$ cat config.mk
export PLATFORM = sky130hd
export DESIGN_NAME = word64_stream_fifo
export DESIGN_NICKNAME = d
export VERILOG_FILES = /design/src/rtl/word64_stream_fifo.sv
export SDC_FILE = /design/constraint.sdc
export NUM_CORES = 1
export LEC_CHECK = 0
export CORE_AREA = 2 2 270 272
export CTS_BUF_LIST = sky130_fd_sc_hd__clkbuf_8
export DETAILED_ROUTE_END_ITERATION = 12
export DIE_AREA = 0 0 272 274
export PLACE_DENSITY = 0.5
export SYNTH_ARGS = -nofsm -noshare
export SYNTH_HDL_FRONTEND = slang
export SYNTH_SLANG_ARGS = --single-unit
$ cat constraint.sdc
create_clock -name CK -period 6.1 [get_ports CK]
set_clock_uncertainty 0.1 [all_clocks]
set_input_delay 0.61 -clock CK [delete_from_list [all_inputs] [get_ports CK]]
set_output_delay 0.61 -clock CK [all_outputs]
set_load 0.05 [all_outputs]
$ cat src/rtl/word64_stream_fifo.sv
// word64_stream_fifo: SRAM-backed streaming FIFO with a 2-entry output skid buffer
module word64_stream_fifo #(
    parameter int DATA_W = 128,
    parameter int ADDR_W = 6,
    parameter int DEPTH  = 64,
    parameter int LANES  = 8
) (
    input  logic              CK,
    input  logic              RSTN,
    input  logic              flush,
    input  logic              in_valid,
    output logic              in_ready,
    input  logic [DATA_W-1:0] in_data,
    output logic              out_valid,
    input  logic              out_ready,
    output logic [DATA_W-1:0] out_data,
    output logic [ADDR_W+1:0] level,
    output logic [ADDR_W-1:0] sram_A,
    output logic [LANES-1:0]  sram_WEAN,
    output logic              sram_OEA,
    output logic [DATA_W-1:0] sram_DIA,
    output logic [ADDR_W-1:0] sram_B,
    output logic [LANES-1:0]  sram_WEBN,
    output logic              sram_OEB,
    output logic [DATA_W-1:0] sram_DIB,
    input  logic [DATA_W-1:0] sram_DOB
);
    logic [ADDR_W-1:0] wr_ptr, rd_ptr;
    logic [ADDR_W:0]   sram_cnt, cnt_nx;
    logic [ADDR_W+1:0] level_nx;
    logic [1:0]        skid_cnt, skid_nx, keep;
    logic [DATA_W-1:0] head, tail;
    logic              rd_inflight, push, pop, rd_issue;

    assign in_ready  = sram_cnt != (ADDR_W+1)'(DEPTH);
    assign out_valid = skid_cnt != 2'd0;
    assign out_data  = head;
    assign sram_A    = wr_ptr;
    assign sram_WEAN = {LANES{~(push & RSTN)}};
    assign sram_OEA  = 1'b0;
    assign sram_DIA  = in_data;
    assign sram_B    = rd_ptr;
    assign sram_WEBN = {LANES{1'b1}};
    assign sram_OEB  = rd_issue;
    assign sram_DIB  = '0;

    // handshakes and next-state counts; a read returning this cycle lands at skid slot 'keep'
    always_comb begin
        push     = in_valid & in_ready & ~flush;
        rd_issue = (sram_cnt != '0) & ((skid_cnt + {1'b0, rd_inflight}) < 2'd2) & ~flush;
        pop      = out_valid & out_ready & ~flush;
        keep     = skid_cnt - {1'b0, pop};
        cnt_nx   = sram_cnt + {{ADDR_W{1'b0}}, push} - {{ADDR_W{1'b0}}, rd_issue};
        skid_nx  = keep + {1'b0, rd_inflight};
        level_nx = {1'b0, cnt_nx} + {{(ADDR_W+1){1'b0}}, rd_issue} + {{ADDR_W{1'b0}}, skid_nx};
    end

    // SRAM pointers, occupancy, read-in-flight flag and registered level
    always_ff @(posedge CK or negedge RSTN) begin
        if (!RSTN) begin
            wr_ptr      <= '0;
            rd_ptr      <= '0;
            sram_cnt    <= '0;
            rd_inflight <= 1'b0;
            level       <= '0;
        end else if (flush) begin
            wr_ptr      <= '0;
            rd_ptr      <= '0;
            sram_cnt    <= '0;
            rd_inflight <= 1'b0;
            level       <= '0;
        end else begin
            wr_ptr      <= wr_ptr + {{(ADDR_W-1){1'b0}}, push};
            rd_ptr      <= rd_ptr + {{(ADDR_W-1){1'b0}}, rd_issue};
            sram_cnt    <= cnt_nx;
            rd_inflight <= rd_issue;
            level       <= level_nx;
        end
    end

    // skid buffer: pop shifts tail into head, returning read data fills the first free slot
    always_ff @(posedge CK or negedge RSTN) begin
        if (!RSTN) begin
            head     <= '0;
            tail     <= '0;
            skid_cnt <= '0;
        end else if (flush) begin
            head     <= '0;
            tail     <= '0;
            skid_cnt <= '0;
        end else begin
            head     <= (rd_inflight && keep == 2'd0) ? sram_DOB : pop ? tail : head;
            tail     <= (rd_inflight && keep == 2'd1) ? sram_DOB : tail;
            skid_cnt <= skid_nx;
        end
    end
endmodule

==> results of run 1 <==
logic make-up after synthesis:
logic type      share of synthesized area [%]
simple gates                             5.75
fa+ha+maj                                1.86
other cells                            0.0537
compound gates                           13.3
xor+xnor                                 1.24
mux                                      9.23
buf+inv                                  17.4
flops                                    51.2
stage by stage:
stage	std cells	util [%]
3_5_place_dp	2338	22.8
3_3_place_gp	2338	22.8
4_1_cts	2436	24.4
5_1_grt	2437	24.4
6_report	2438	24.4
2_1_floorplan	1418	-
worst max path at each step:
stage | from | end | slack (ns) | cells past startpoint
finish | skid_cnt[1] | out_data[26] | 2.26 | 10
detailed placement | flush | out_data[25] | 1.55 | 10
floorplan | flush | level[6] | 1.30 | 13
CTS | skid_cnt[1] | out_data[93] | 2.11 | 10
global route | skid_cnt[1] | out_data[37] | 1.96 | 10
global placement | flush | out_data[18] | 1.61 | 10
per-layer routing:
metal / share of wire [%] / global-route usage (%)
met3: 8.7 / 3.93
met1: 40 / 11.9
met5: 0.033 / 0
met2: 47 / 16.5
met4: 3.7 / 4.87
power groups by stage:
stage / logic, mW / registers, mW / clock network [mW]
floorplan: 2.16 / 3.58 / 0
global placement: 4.10 / 2.65 / 0
detailed placement: 4.12 / 2.66 / 0
CTS: 4.13 / 2.63 / 2.08
global route: 4.36 / 2.69 / 2.16
finish: 4.07 / 2.63 / 1.98
flip-flops by register name (all words and copies together) (netlist names):
signal,cells
sram_B,6
out_data,128
rd_inflight,1
skid_cnt,2
sram_cnt,7
tail,128
level,8
sram_A,6
area by class of cell:
cell class	count	share of cell area, %
inverters	17	0.364
clock inverters	23	0.734
clock buffers	74	5.80
flip-flops and latches	286	40.8
diodes	2	0.0285
multi-input cells	770	28.1
repair buffers	307	17.3
well taps	959	6.84
worst max-delay path: stages (launching register included):
cell	delay, ns
dfrtp_1	0.43
or2_2	0.32
nand2_1	0.14
nor2_1	0.06
ha_1	0.22
xnor2_2	0.21
nand3_4	0.12
and3_4	0.56
or2_4	0.79
buf_4	0.54
o21ai_1	0.15
cell usage in the layout, fill, tap and decap left out, types with 3 or more instances in the layout:
master	count
nor2_1	25
a21oi_1	4
nand3_1	6
clkbuf_8	74
o21ai_1	120
o21ai_0	11
xor2_1	10
ha_1	16
fa_1	3
dfrtp_1	286
mux2i_1	129
inv_1	31
nor2b_1	10
nand2_1	136
conb_1	137
buf_4	15
xnor2_1	8
a22o_1	128
clkdlybuf4s50_1	290
clkinv_2	6
nor3_1	5
==> impl_metrics.ini, run 1 <==
[worst_setup_path]
setup.worst_path.class = reg2reg
arrival_ns = 4.20
required_ns = 6.46
timing.rr.end = out_data[26]
r2r-start = skid_cnt[1]
rr_worst_depth = 10
worstSetupEndpointType = flop
path_max_fanout = 59
r2r_slack_ns = 2.26
startpoint_type = flop

[logic_synthesis]
synth_common_cells = dfrtp_1, buf_4, nand2_1
synth_most_common_cell = dfrtp_1
syn_area_mm2 = 0.0140
async_flop_share_pct = 100
synth_top_area_cell = dfrtp_1
synth_seq_area_share_pct = 51.2
synth_edf_count = 0
synth_area_leaders = dfrtp_1, buf_4, mux2i_1
syn-instance-count = 1283
synth_seq_cells = 286
avgSynthCellArea_um2 = 10.9
synth_flop_cell = dfrtp_1
yosysWarnings = 0
yosysUniqueCellTypes = 36
synth_top_area_share_pct = 51.2

[power_and_ir_drop]
power_frac_clock_pct = 22.8
p_int_mw = 4.84
p_comb_share_pct = 46.9
total_power_mw = 8.67
swShare_pct = 44.2
p_sw_mw = 3.83
ir_worst_vdd_uv = 226
p_per_area_mw_per_mm2 = 494
power_frac_seq_pct = 30.3
leakagePower_nw = 8.28

[placed_design]
gp_congestion = 0.745
hpwl_um = 25400
dpl_cell_area_mm2 = 0.0164
pre_cts_ws_ns = 1.55
portBuffers = 291

[clocking]
cts.hold.buffers_added = 1
cts.sinks = 286
root_buffer = clkbuf_8
clk_pin_slew_worst_paths_ns = 0.07
post_cts_resize_count = 0
insertion_delay_ns = 0.62
cts_buffer_depth = 3
tritoncts = done
cts_buffers = 54
cts_setup_buffers = 0
h-tree-depth = 2

[floorplanning]
dieHeight_um = 274
die_area_mm2 = 0.0745
die_width_um = 272
initial_utilization_pct = 19.4
coreArea_mm2 = 0.0720
row_count = 99
io_pins = 685

[sta]
clock.fmax_ghz = 0.261
post-route-min-period_ns = 3.84
relSlewSlack_pct = 21.3
tightest_slew_ns = 1.18
hold_viol = 0
setup_viol = 0
holdWs_ns = 0.383
finalSetupTns_ns = 0
period_share_pct = 62.9
fin_ws_ns = 2.26
rsz0062_at_grt = no
drv_slew = 0

[grt]
grt_max_degree = 87
grt_pass1_vias = 9977
antenna_found_initial = 2
grt_pass1_wl_um = 60000
grtUsageTotal_pct = 10.2
overflow = 0

[drt]
dr.pass1.iters = 4
drtIter0Drc = 445
wl_um = 39800
ant_nets = 0
viasPerCell = 3.91
vias = 9539
drc_errors = 0
routedWlPerCell_um = 16.3

[final_layout]
drive_above_1_share_pct = 7.18
nets = 1716
area_growth_pct = 25.5
finalInstanceArea_mm2 = 0.0176
fillCellCount = 7632
final-seq-area_mm2 = 0.00716
multi_input_comb_area_mm2 = 0.00494

[job]
drv_cap = 0

[hold_path]
holdCritStartpoint = out_data[24]
whs_path_depth = 2
hold_end = out_data[24]
hp-class = reg2reg

[outcome]
status = finished, final reports clean
Power figures use the tool's default switching activity.
==> run 2: changes to the inputs <==
--- a/config.mk
+++ b/config.mk
@@ -5,11 +5,11 @@
 export SDC_FILE = /design/constraint.sdc
 export NUM_CORES = 1
 export LEC_CHECK = 0
-export CORE_AREA = 2 2 270 272
+export CORE_AREA = 2 2 269 271
 export CTS_BUF_LIST = sky130_fd_sc_hd__clkbuf_8
 export DETAILED_ROUTE_END_ITERATION = 12
-export DIE_AREA = 0 0 272 274
-export PLACE_DENSITY = 0.5
+export DIE_AREA = 0 0 271 273
+export PLACE_DENSITY = 0.52
 export SYNTH_ARGS = -nofsm -noshare
 export SYNTH_HDL_FRONTEND = slang
 export SYNTH_SLANG_ARGS = --single-unit
==> constraint.sdc (replaced) <==
create_clock -name CK -period 3.1 [get_ports CK]
set_clock_uncertainty 0.1 [all_clocks]
set_input_delay 0.31 -clock CK [delete_from_list [all_inputs] [get_ports CK]]
set_output_delay 0.31 -clock CK [all_outputs]
set_load 0.05 [all_outputs]
==> run 2 against run 1 <==
Count of clock-buffer cells in the layout shrank 4; critical path depth grew 7; first-iteration DRC count grew 3.8%; flip-flop and latch count is the same; total power grew 110%; via count grew 2.5%; worst setup slack lost 2.2 ns; largest power group unchanged.
==> impl_metrics.ini, run 2 (synthesized netlist as in run 1, its figures left out) <==
[power_and_ir_drop]
total_power_mw = 18.3
leakagePower_nw = 8.67
ir_worst_vdd_uv = 461
p_per_area_mw_per_mm2 = 997

[drt]
dr.pass1.iters = 4
wl_um = 40600
routedWlPerCell_um = 16.4
drc_errors = 0
vias = 9782
ant_nets = 0
viasPerCell = 3.95
drtIter0Drc = 462

[grt]
grt_pass1_vias = 10320
grt_max_degree = 136
grtUsageTotal_pct = 10.6
overflow = 0
antenna_found_initial = 4
grt_pass1_wl_um = 61800

[final_layout]
drive_above_1_share_pct = 12.5
layout_commonest_cell = dfrtp_1
nets = 1765
area_growth_pct = 31.5
finish.utilization_pct = 25.9
instances_no_fill = 2477
final_cell_mix = dfrtp_1, clkdlybuf4s50_1, conb_1, nand2_1, mux2i_1
finalInstanceArea_mm2 = 0.0184

[placed_design]
hpwl_um = 26300
dpl_cell_area_mm2 = 0.0170
placed_cells = 2365
pre_cts_ws_ns = -0.129
gp_congestion = 0.768
portBuffers = 291

[sta]
period_share_pct = 99.6
hold_viol = 0
clock.fmax_ghz = 0.324
fin_ws_ns = 0.0123
tightest_slew_ns = 0.887
rsz0062_at_grt = yes
holdWs_ns = 0.215
setup_viol = 0
relSlewSlack_pct = 40.7
finalSetupTns_ns = 0
post-route-min-period_ns = 3.09
drv_slew = 0

[clocking]
tritoncts = done
cts_buffers = 56
cts_buffer_depth = 3
root_buffer = clkbuf_8
insertion_delay_ns = 0.62
clk_pin_slew_worst_paths_ns = 0.06
h-tree-depth = 2
cts.sinks = 286

[worst_setup_path]
worstSetupEndpointType = flop
path_max_fanout = 3
slowest_delay_ns = 0.55
setup.worst_path.class = reg2reg
slowest_stage = fa_2
startpoint_type = flop
required_ns = 3.55
arrival_ns = 3.54
crit_chain = inv_2 > ha_4 > nand4_1 > and3_4 > inv_2 > ha_4 > inv_2 > ha_4 > inv_2 > fa_2 > inv_1 > ha_4 > a21oi_2 > nor2_2 > nand2_1 > nor3_2 > nor2b_1
r2r_slack_ns = 0.01

[floorplanning]
coreArea_mm2 = 0.0710
dieHeight_um = 273
io_pins = 685
row_count = 98
die_width_um = 271
die_area_mm2 = 0.0740
initial_utilization_pct = 19.7

[job]
drv_cap = 0

[hold_path]
hp-class = in2reg

[outcome]
status = finished, final reports clean
-- run 2: final timing paths --
check	start	endpoint	cells after the start
max	sram_cnt[4]	level[7]	17
min	sram_DOB[112]	tail[112]	2
max reg2reg	sram_cnt[4]	level[7]	17
min reg2reg	out_data[26]	out_data[26]	2
max in group asynchronous	RSTN	sram_B[3]	3
min in group asynchronous	RSTN	out_data[117]	3
-- run 2: metal layers --
| layer | wire length, um | up-vias | track usage, % |
|---|---|---|---|
| met2 | 19100 | 382 | 17.0 |
| met5 | 26 | - | 0.128 |
| li1 | - | 4401 | - |
| met1 | 16600 | 4882 | 12.6 |
| met3 | 3230 | 113 | 3.87 |
| met4 | 1630 | 4 | 5.07 |
-- run 2: power breakdown --
part / leakage, nW / total [mW] / internal (mW) / switching [mW]
Sequential: 3.92 / 5.14 / 4.63 / 0.513
Combinational: 4.06 / 9.01 / 3.37 / 5.64
Clock: 0.679 / 4.17 / 2.44 / 1.73
Total: 8.67 / 18.3 / 10.4 / 7.88
-- run 2: area by class of cell --
cell class	instances	area, um2
Antenna cell	1	2.50
Clock buffer	70	963
Clock inverter	29	259
Fill cell	7416	52600
Inverter	17	63.8
Multi-Input combinational cell	770	5070
Sequential cell	286	7160
Tap cell	950	1190
Timing Repair Buffer	354	3680
-- run 2: timing repair --
action	in CTS	in global routing
buffers inserted	1	9
gates resized for setup	8	9
endpoints found under the hold margin	286	0
pin swaps	0	5
hold buffers	2	0
setup endpoints to repair	5	5
-- run 2: worst max-delay path, delay by kind of cell (launching register included) --
kind                     cells  cell delay (ns)
buffers and inverters        5             0.32
AND/OR/NAND/NOR              6             0.91
adder cells (fa/ha/maj)      5             1.27
AO/OA/AOI/OAI                1             0.05
flip-flops                   1             0.39
==> run 3: changes to the inputs <==
==> config.mk (replaced) <==
export PLATFORM = sky130hd
export DESIGN_NAME = word64_stream_fifo
export DESIGN_NICKNAME = d
export VERILOG_FILES = /design/src/rtl/word64_stream_fifo.sv
export SDC_FILE = /design/constraint.sdc
export NUM_CORES = 1
export LEC_CHECK = 0
export ABC_AREA = 1
export CORE_AREA = 2 2 265 267
export CTS_BUF_LIST = sky130_fd_sc_hd__clkbuf_8
export DETAILED_ROUTE_END_ITERATION = 12
export DIE_AREA = 0 0 267 269
export PLACE_DENSITY = 0.54
export SKIP_CTS_REPAIR_TIMING = 1
export SYNTH_ARGS = -nofsm -noshare
export SYNTH_HDL_FRONTEND = slang
export SYNTH_SLANG_ARGS = --single-unit
==> run 3 against run 2 <==
The run now ends with setup timing left; register-to-register slack got worse by 0.07 ns; total power up 10%; global-route usage rose by 0.48 points; die area fell by 2.9%; critical path depth rose by 1; worst setup slack worse by 0.074 ns; non-clock buffer count increased by 5; sequential share of layout area is 0.73 points lower; first-iteration DRC count grew 37%; maximum frequency is 2.3% lower; sequential power increased by 8.4%; clock power is 14% lower; largest power group unchanged.
==> impl_metrics.ini, run 3 <==
[logic_synthesis]
synth_top_area_cell = dfrtp_1
synth_top_area_share_pct = 48.3
synthMuxAreaShare_pct = 0
synth-adder-area-share_pct = 1.76
synth_seq_cells = 286
syn_area_mm2 = 0.0148
synth_area_leaders = dfrtp_1, buf_4, o21ai_0
yosys.area_share.xor_xnor_pct = 0.228
async_flop_share_pct = 100
synth_seq_area_share_pct = 48.3
synth_compound_area_share_pct = 15.1
avgSynthCellArea_um2 = 8.58
synth_flop_cell = dfrtp_1
yosysWarnings = 0
synth_edf_count = 0
synth_common_cells = inv_1, dfrtp_1, buf_4
syn-instance-count = 1727
yosysUniqueCellTypes = 30
synth_most_common_cell = inv_1
synth_top_family_by_area = buffers and inverters
synthSimpleGateAreaFrac_pct = 10.2

[sta]
tightest_slew_ns = 0.963
clock.fmax_ghz = 0.316
period_share_pct = 102
fin_ws_ns = -0.0614
rsz0062_at_grt = yes
finalSetupTns_ns = -0.0778
post-route-min-period_ns = 3.16
hold_viol = 0
setup_viol = 2
drv_slew = 0
relSlewSlack_pct = 35.8

[power_and_ir_drop]
p_per_area_mw_per_mm2 = 1080
ir_worst_vdd_uv = 631
leakagePower_nw = 8.60

[grt]
antenna_found_initial = 0
overflow = 0
grt_pass1_wl_um = 63300
grtUsageTotal_pct = 11.1
grt_max_degree = 107
grt_pass1_vias = 11394

[placed_design]
portBuffers = 291
pre_cts_ws_ns = -0.383
placed_cells = 2786
hpwl_um = 28600
gp_congestion = 0.769

[floorplanning]
die_area_mm2 = 0.0718
coreArea_mm2 = 0.0693
io_pins = 685
row_count = 97
initial_utilization_pct = 21.4
dieHeight_um = 269
die_width_um = 267

[clocking]
root_buffer = clkbuf_8
clk_pin_slew_worst_paths_ns = 0.06
h-tree-depth = 2
cts_buffer_depth = 3
insertion_delay_ns = 0.61
cts.sinks = 286
tritoncts = done
cts_buffers = 55

[worst_setup_path]
slowest_stage = fa_2
arrival_ns = 3.53
crit_family = adder cells
setup.worst_path.class = reg2reg
path_buf_inv = 4
worstSetupEndpointType = flop
startpoint_type = flop
slowest_delay_ns = 0.60
critical_path.most_common_cell = ha_4
crit_chain = inv_2 > ha_4 > nand3_2 > o221a_4 > ha_4 > inv_4 > ha_4 > inv_2 > fa_2 > inv_2 > ha_4 > a21oi_2 > nor2_2 > nand3_2 > nor2_2 > nand2_1 > nand2_1 > nor2_1
required_ns = 3.47
path_max_fanout = 3

[outcome]
status = finished with violations
violations = setup timing

[final_layout]
drive_above_1_share_pct = 9.51
n_antenna_cell = 0
fillCellCount = 7403
instances_no_fill = 2885
nets = 2187
layout_commonest_cell = inv_1
final_cell_mix = inv_1, dfrtp_1, clkdlybuf4s50_1, o21ai_0, nand2_1
area_growth_pct = 26.4

[drt]
vias = 11547
drc_errors = 0
drtIter0Drc = 631
viasPerCell = 4.00
routed-wl-met2_um = 19100
routedWlPerCell_um = 14.4
wl_um = 41700
top_layer_used = met4
wl_met3_um = 3740
ant_nets = 0
wirelength_met1_um = 17300
dr.pass1.iters = 5

[hold_path]
hp-class = in2async

[job]
drv_cap = 0
run 3: cell count changes in the layout (fill, tap and decap cells not counted), sizes merged, moves of 6 or more:
cell,before,now
nor2,25,32
inv,30,308
a22o,128,0
xnor2,9,2
mux2i,129,0
xor2,10,1
nor2b,10,0
a21oi,4,18
nand3,7,144
o21ai,131,264
nand2,136,158
o22ai,0,128
buf,71,77
run 3: through the flow:
| stage | cell area [um2] | power [mW] | utilization (%) | hold WS (ns) |
|---|---|---|---|---|
| 2_1_floorplan | 15300 | 13.3 | - | -0.0856 |
| 3_3_place_gp | 17500 | 16.4 | 25.3 | 0.173 |
| 3_5_place_dp | 17500 | 16.5 | 25.3 | 0.175 |
| 4_1_cts | 18600 | 20.3 | 26.8 | -0.543 |
| 5_1_grt | 18700 | 21.7 | 27.0 | 0.0696 |
| 6_report | 18700 | 20.2 | 27.0 | 0.117 |
run 3: kinds of logic after synthesis:
group,count (synthesis)
other,2
AOI/OAI and AO/OA,412
adders and majority gates,19
DFF,286
xor gates and xnor gates,3
and+or+nand+nor,344
buffers and inverters,661
run 3: area by class of cell:
type	count	area, um2	share of cell area [%]
Inverter	290	1100	5.86
Tap cell	940	1180	6.28
Sequential cell	286	7160	38.2
Multi-Input combinational cell	915	4680	25.0
Clock inverter	27	114	0.608
Clock buffer	68	936	5.00
Timing Repair Buffer	359	3570	19.1
run 3: final timing paths:
kind	slack (ns)	end	depth (start not counted)	from
hold / removal	0.12	tail[3]	2	RSTN
hold reg to reg	0.41	tail[85]	2	tail[85]
setup / recovery	-0.06	level[5]	18	sram_cnt[2]
max in group asynchronous	1.75	out_data[73]	3	RSTN
min in group CK	0.17	tail[76]	3	sram_DOB[76]
setup reg to reg	-0.06	level[5]	18	sram_cnt[2]
run 3: per-layer routing:
metal	vias to the layer above	GRT usage (%)
met5	-	0
met2	446	17.5
met3	112	4.55
met4	0	4.86
li1	5524	-
met1	5465	13.3
run 3: power by group:
group | internal (mW) | leakage, nW | switching [mW]
clock | 1.95 | 0.618 | 1.64
combinational | 3.73 | 4.16 | 7.32
sequential | 4.93 | 3.82 | 0.641
